<file path="src/rtl/mdu_sequencer.sv">
// Sequencer between execute and the iterative mul/div units: latches one M-op,
// pulses the unit start, stalls until done (or watchdog), then strobes the result.
module mdu_sequencer #(
  parameter int TIMEOUT_CYCLES = 64
) (
  input  logic        clk,
  input  logic        rst,
  input  logic        req_valid,
  input  logic [4:0]  alu_op,
  input  logic [31:0] src_a,
  input  logic [31:0] src_b,
  input  logic [4:0]  rd_in,
  input  logic        flush,
  output logic        stall,
  output logic        wb_valid,
  output logic [31:0] wb_data,
  output logic [4:0]  wb_rd,
  output logic        mul_start,
  output logic        div_start,
  output logic [1:0]  mul_opcode,
  output logic [1:0]  div_opcode,
  output logic [31:0] operand1,
  output logic [31:0] operand2,
  input  logic        mul_done,
  input  logic        div_done,
  input  logic [31:0] mul_result,
  input  logic [31:0] div_result,
  output logic        timeout_err
);

  localparam int CW = $clog2(TIMEOUT_CYCLES + 1);
  localparam logic [CW-1:0] TMO = CW'(TIMEOUT_CYCLES);

  localparam logic [2:0] S_IDLE  = 3'd0;
  localparam logic [2:0] S_ISSUE = 3'd1;
  localparam logic [2:0] S_WAIT  = 3'd2;
  localparam logic [2:0] S_DRAIN = 3'd3;
  localparam logic [2:0] S_RESP  = 3'd4;

  logic [2:0]    r_state;
  logic [31:0]   r_op1;
  logic [31:0]   r_op2;
  logic [1:0]    r_opcode;
  logic          r_is_div;
  logic [4:0]    r_rd;
  logic [31:0]   r_wb_data;
  logic [CW-1:0] r_cnt;
  logic          r_timeout;

  logic [4:0]    w_op_idx;
  logic          w_is_m;
  logic          w_accept;
  logic          w_req_div;
  logic          w_ovf;
  logic          w_fast;
  logic [31:0]   w_fast_data;
  logic          w_done;
  logic [31:0]   w_result;
  logic [CW-1:0] w_cnt_inc;
  logic          w_tmo;

  // M-ops occupy codes 11..18: bit 2 of the offset picks the divider, bits 1:0 the unit opcode
  assign w_op_idx  = alu_op - 5'd11;
  assign w_is_m    = (alu_op >= 5'd11) && (alu_op <= 5'd18);
  assign w_accept  = (r_state == S_IDLE) && req_valid && w_is_m && !flush;
  assign w_req_div = w_op_idx[2];
  assign w_ovf     = (src_a == 32'h8000_0000) && (src_b == 32'hFFFF_FFFF) && !w_op_idx[0];
  assign w_fast    = w_req_div && ((src_b == 32'd0) || w_ovf);

  always_comb begin
    w_fast_data = 32'd0;
    if (src_b == 32'd0)
      w_fast_data = w_op_idx[1] ? src_a : 32'hFFFF_FFFF;
    else if (!w_op_idx[1])
      w_fast_data = 32'h8000_0000;
  end

  assign w_done    = r_is_div ? div_done : mul_done;
  assign w_result  = r_is_div ? div_result : mul_result;
  assign w_cnt_inc = r_cnt + 1'b1;
  assign w_tmo     = (w_cnt_inc == TMO);

  always_ff @(posedge clk or posedge rst) begin
    if (rst) begin
      r_state   <= S_IDLE;
      r_op1     <= 32'd0;
      r_op2     <= 32'd0;
      r_opcode  <= 2'd0;
      r_is_div  <= 1'b0;
      r_rd      <= 5'd0;
      r_wb_data <= 32'd0;
      r_cnt     <= '0;
      r_timeout <= 1'b0;
    end else begin
      case (r_state)
        S_IDLE: begin
          if (w_accept) begin
            r_op1    <= src_a;
            r_op2    <= src_b;
            r_opcode <= w_op_idx[1:0];
            r_is_div <= w_req_div;
            r_rd     <= rd_in;
            if (w_fast) begin
              r_wb_data <= w_fast_data;
              r_state   <= S_RESP;
            end else begin
              r_state <= S_ISSUE;
            end
          end
        end
        S_ISSUE: begin
          r_cnt   <= '0;
          r_state <= flush ? S_DRAIN : S_WAIT;
        end
        S_WAIT: begin
          if (w_done) begin
            if (flush) begin
              r_state <= S_IDLE;
            end else begin
              r_wb_data <= w_result;
              r_state   <= S_RESP;
            end
          end else if (w_tmo) begin
            r_timeout <= 1'b1;
            if (flush) begin
              r_state <= S_IDLE;
            end else begin
              r_wb_data <= 32'd0;
              r_state   <= S_RESP;
            end
          end else begin
            r_cnt   <= w_cnt_inc;
            r_state <= flush ? S_DRAIN : S_WAIT;
          end
        end
        S_DRAIN: begin
          // the killed op's unit must still finish before a new op may start
          if (w_done) begin
            r_state <= S_IDLE;
          end else if (w_tmo) begin
            r_timeout <= 1'b1;
            r_state   <= S_IDLE;
          end else begin
            r_cnt <= w_cnt_inc;
          end
        end
        S_RESP:  r_state <= S_IDLE;
        default: r_state <= S_IDLE;
      endcase
    end
  end

  assign stall = w_accept || (r_state == S_ISSUE) || (r_state == S_WAIT) ||
                 ((r_state == S_DRAIN) && req_valid && w_is_m);
  assign wb_valid    = (r_state == S_RESP) && !flush;
  assign wb_data     = r_wb_data;
  assign wb_rd       = r_rd;
  assign mul_start   = (r_state == S_ISSUE) && !r_is_div;
  assign div_start   = (r_state == S_ISSUE) && r_is_div;
  assign mul_opcode  = r_opcode;
  assign div_opcode  = r_opcode;
  assign operand1    = r_op1;
  assign operand2    = r_op2;
  assign timeout_err = r_timeout;

endmodule

</file>
<file path="config.mk">
export PLATFORM = sky130hd
export DESIGN_NAME = mdu_sequencer
export DESIGN_NICKNAME = d
export VERILOG_FILES = /design/src/rtl/mdu_sequencer.sv
export SDC_FILE = /design/constraint.sdc
export NUM_CORES = 1
export LEC_CHECK = 0
export ABC_AREA = 1
export ABC_CLOCK_PERIOD_IN_PS = 4640
export BUFFER_PORTS_ARGS = -buffer_cell sky130_fd_sc_hd__buf_2
export CORE_MARGIN = 8
export CORE_UTILIZATION = 35
export DETAILED_ROUTE_END_ITERATION = 12
export PLACE_DENSITY_LB_ADDON = 0.1
export SYNTH_ARGS = -nofsm -noshare
export SYNTH_HDL_FRONTEND = slang
export SYNTH_SLANG_ARGS = --single-unit
export TNS_END_PERCENT = 1
</file>
<file path="constraint.sdc">
create_clock -name clk -period 4.64 [get_ports clk]
set_input_delay 0.928 -clock clk [delete_from_list [all_inputs] [get_ports clk]]
set_output_delay 0.928 -clock clk [all_outputs]
set_load 0.02 [all_outputs]
</file>
[Word level (Yosys, flattened, before mapping)]
Cells that the tools add are included.
Storage, ports and cells
  output and inout port bits: 110
  register bits after elaboration: 115
Cells by class
  eq/ne operators: 15
  muxes and demuxes: 24
  bitwise operators: 1
  order comparisons: 2
  reduce and logical (&&, ||, !) cells: 29
  $add $sub $neg: 2
Operators with widths (count)
  $mux 32: 10
  $eq 32x32->1 const B: 2
  $pmux 32 s2: 1
  $logic_not 32->1: 1
  $mux 3: 7
  $mux 7: 2
  $pmux 7 s2: 1
  $logic_and 1x1->1: 12
  $ne 3x3->1 const B: 4
  $pmux 3 s4: 1
  $ne 2x2->1 const B: 4
  $add 7x1->7 const B: 1
  $eq 7x7->1 const B: 1
  $eq 3x2->1 const B: 2
  $reduce_and 3->1: 2
  $reduce_and 6->1: 1
  $ge 5x4->1 const B: 1
  $le 5x5->1 const B: 1
  $logic_or 1x1->1: 4
  $reduce_and 2->1: 2
  $reduce_bool 2->1: 2
  $eq 3x1->1 const B: 1
  $eq 3x3->1 const B: 1
  $logic_not 1->1: 3
  5 further kinds: 6

[Depth between registers and ports, before layout]
  depth in word-level cells: 8
  gate-level depth with buffers: 14
  depth with buffers taken out: 13

[Least setup slack after synthesis]
No wires, ideal clock.
  kind: input to output
  start point: input port alu_op[0]
  end point: output port stall
  path slack: 1674 ps
  arrival time: 2038 ps
  stages: 6
  buffers on the path: 1
  cells stage by stage: inv_1 ha_1 nor2_1 o41ai_2 clkbuf_1 a31o_2
On the way
  longest elaborated chain between the ends: 7
  elaborated cells between the ends (all ways): 9
  classes of those cells: order compare (2); reduce/logical (7)
Ends and longest elaborated chain
  start: declaration: RTL line 9  | input logic [4:0] alu_op,
  $ge 5x4->1 / $le 5x5->1 (equally long branches): RTL line 64  | assign w_is_m = (alu_op >= 5'd11) && (alu_op <= 5'd18);
  $logic_and 1x1->1 (*): RTL line 64
  $logic_and 1x1->1 (2 in a row): RTL line 65  | assign w_accept = (r_state == S_IDLE) && req_valid && w_is_m && !flush;
  $logic_or 1x1->1 (2 in a row): RTL line 153  | assign stall = w_accept || (r_state == S_ISSUE) || (r_state == S_WAIT) ||
  $logic_or 1x1->1 (*): RTL line 153
  end: declaration: RTL line 14  | output logic stall,
Mark *: on every way between the ends. The rest lies on a longest branch, timed or not.

[Worst setup path in the final report]
Same ends and word-level chain as after synthesis.

==> qor.yml <==
worst_relative_slew_slack_pct: 27.4
clkLatencyLatePin_ns: 0.42
grt_pass1_vias: 6107
path_clk_slew_ns: 0.06
finalHoldViolations: 0
synth_top_family_by_area: "simple AND/OR/NAND/NOR gates"
place.detailed.hpwl_um: 16600
hold_path.startpoint: "operand1[9]"
gr-usage-met2_pct: 32.7
yosys_register_bits: 115
most_used_standard_cell_by_instance_count_after_synthesis: "nand2_1"
max_freq_mhz: 323
cts_hold_buffers: 0
worstMarginPinSlew_ns: 1.09
fp.dieW_um: 147
initial_utilization_pct: 35.9
cts_max_path_buffers: 2
synth-compound-area-share_pct: 10.9
global_route.usage.met1_pct: 25.8
place_area_um2: 7390
rows: 47
period_minus_slack_ns: 3.10
cts_tree: "yes"
final_layout_size_suffix_gt1_share_pct: 32.9
finalClockSkew_ns: 0.00732
synthArstFlopShare_pct: 100
drtIter0Drc: 366
synthToLayoutAreaGrowth_pct: 32.9
setup_total_negative_slack_ns: 0
busiest_layer: "met2"
timing.final.crit_share_pct: 66.8
number_of_maximum_capacitance_constraint_violations: 0
netlist_area_um2: 5980
yosysUniqueCellTypes: 32
grt_usage_pct: 20.2
routed-via-count: 5853
grt_pass1_wl_um: 34300
drcViolationCount: 0
route.detailed.wl_per_inst_um: 18.0
total_global_routing_overflow: 0
grt_antenna_before_repair: 2
p_leak_nw: 4.45
grt_start_max_net_pins: 116
critPathSlowestCell: "ha_1"
cp.required_ns: 3.71
worstHoldPathType: "reg -> reg"
criticalPathCategory: "in -> out"
cts_setup_buffers: 0
worstPathArrival_ns: 2.17
synth-edff-count: 0
synth_top_area_share_pct: 48.1
drt_pre_antenna_iters: 5
rsz0062_at_grt: "false"
commonest_cells_post_synth: "nand2_1, dfrtp_1, nand3_1"
avgViaCountPerCell: 4.81
grtUsageMet3_pct: 5.22
critical-path-top-cell-by-count: "buf_2"
num_io_pins: 254
fin_ws_ns: 1.54
synth-seq-area-share_pct: 48.1
fin_nets: 1130
cts-htree-levels: 4
synth.area.top_cells: "dfrtp_1, nand2_1, nand3_1"
synth_xor_area_share_pct: 0.586
timing.critical_path.from: "alu_op[0]"
synth-adder-area-share_pct: 0.628
globalplace.congestion: 0.803
design.core.area_um2: 16600
place_ws_ns: 1.49
number_of_warnings_printed_during_yosys_synthesis: 0
drt.antenna.violating_nets: 0
post_cts_resized: 0
ff2ff_setup_slack_ns: 2.18
worstSetupStartpointType: "input port"
timing.critical_path.slowest_cell_delay_ns: 0.22
postSynth.topFlopCell: "dfrtp_1"
cts-root-buf: "clkbuf_16"
die-area_um2: 21500
mappedNetlistNets: 893
critical_path.max_fanout: 4
die_height_um: 147
power.density_cell_area_nw_per_um2: 657
setup_viol: 0
stdcell_area_um2: 7940
critical_path.reg2reg.startpoint: "r_state[2]"
clock_sinks: 115
timing.critical_path.to_type: "output port"
vdd_ir_drop_max_v: 0.000304
status: "complete, no violations"
portBuffers: 253
tritoncts.num_buffers: 17
multiplexer_share_of_the_synthesized_area_pct: 5.42
synth_instances: 746
report.final.slew_viol_count: 0
synth_simple_gate_area_share_pct: 26.3
cells_along_the_critical_path: "buf_2 > ha_1 > nor2_1 > o21ai_0 > nand3_1 > o41ai_4 > nand2_4 > nand2_2 > a31o_2 > buf_2"
synth.largest_area_cell: "dfrtp_1"
per_instance_average_area_after_synthesis_um2: 8.01
post_route_wl_um: 22000
flip-flops by register name, summed over array words and instances, names as in the netlist:
signal,count
wb_data,32
wb_rd,5
r_is_div,1
r_cnt,7
div_opcode,2
operand1,32
r_state,3
timeout_err,1
operand2,32
cell families after synthesis:
kind of cell | count (synthesis)
adders and majority gates | 3
buffers and inverters | 113
and+or+nand+nor | 361
AOI/OAI and AO/OA | 118
xor gates and xnor gates | 4
muxes | 32
DFF | 115
power breakdown:
group / total [W] / internal [W] / switching (W) / leakage, nW
clock: 0.00121 / 0.000699 / 0.000512 / 0.243
sequential: 0.00175 / 0.00146 / 0.000297 / 1.49
combinational: 0.00225 / 0.000738 / 0.00151 / 2.72
cells in the final DEF (no fill, tap or decap), types with 2 or more instances in the layout:
cell | Yosys | routed
buf_2 | 15 | 253
buf_4 | 5 | 10
clkbuf_16 | 0 | 17
clkinv_4 | 0 | 3
clkinvlp_4 | 0 | 8
dfrtp_1 | 115 | 114
ha_1 | 3 | 3
inv_1 | 64 | 63
inv_2 | 4 | 4
inv_6 | 0 | 2
mux2i_1 | 31 | 31
nand2_1 | 212 | 212
nand2_2 | 13 | 12
nand2_4 | 3 | 4
nand3_1 | 74 | 74
nand3_2 | 2 | 2
nand4_1 | 9 | 9
nor2_1 | 40 | 40
nor3_1 | 2 | 2
o21ai_0 | 57 | 57
o21ai_1 | 26 | 26
o22ai_1 | 31 | 31
or2_2 | 2 | 2
xor2_1 | 4 | 4
per-stage QoR:
stage	total power (W)	std cells	hold slack [ns]	util [%]
final	0.00522	1217	0.464	47.7
after global routing	0.00554	1217	0.472	47.7
after CTS	0.00528	1216	0.468	47.7
after detailed placement	0.00404	1184	0.454	44.4
after global placement	0.00403	1184	0.450	44.4
after floorplan	0.00316	746	0.486	-
layout make-up:
type	count	area [µm²]
Antenna cell	1	2.50
Clock buffer	18	439
Clock inverter	14	109
Fill cell	1688	8700
Inverter	68	258
Multi-Input combinational cell	518	2640
Sequential cell	115	2880
Tap cell	220	275
Timing Repair Buffer	263	1340
path summary, 6_finish.rpt:
path | endpoint | cells past startpoint
worst max register to register | wb_data[5] | 10
worst max-delay path | stall | 10
min in group asynchronous | operand2[26] | 2
worst min register to register | operand1[9] | 2
worst min-delay path | operand1[9] | 2
max in group asynchronous | r_is_div | 3
metal layers:
metal  vias up  share of wire (%)
met5         -              0.036
met4         2                1.8
met3        23                6.5
met2       225                 48
met1      2675                 44
li1       2928                  -
critical path: cells and delay by family:
kind            cells  cell delay [ns]
buf+inv             2             0.30
fa+ha+maj           1             0.22
simple gates        4             0.32
compound gates      3             0.41
(Power assumes the default switching activity.)
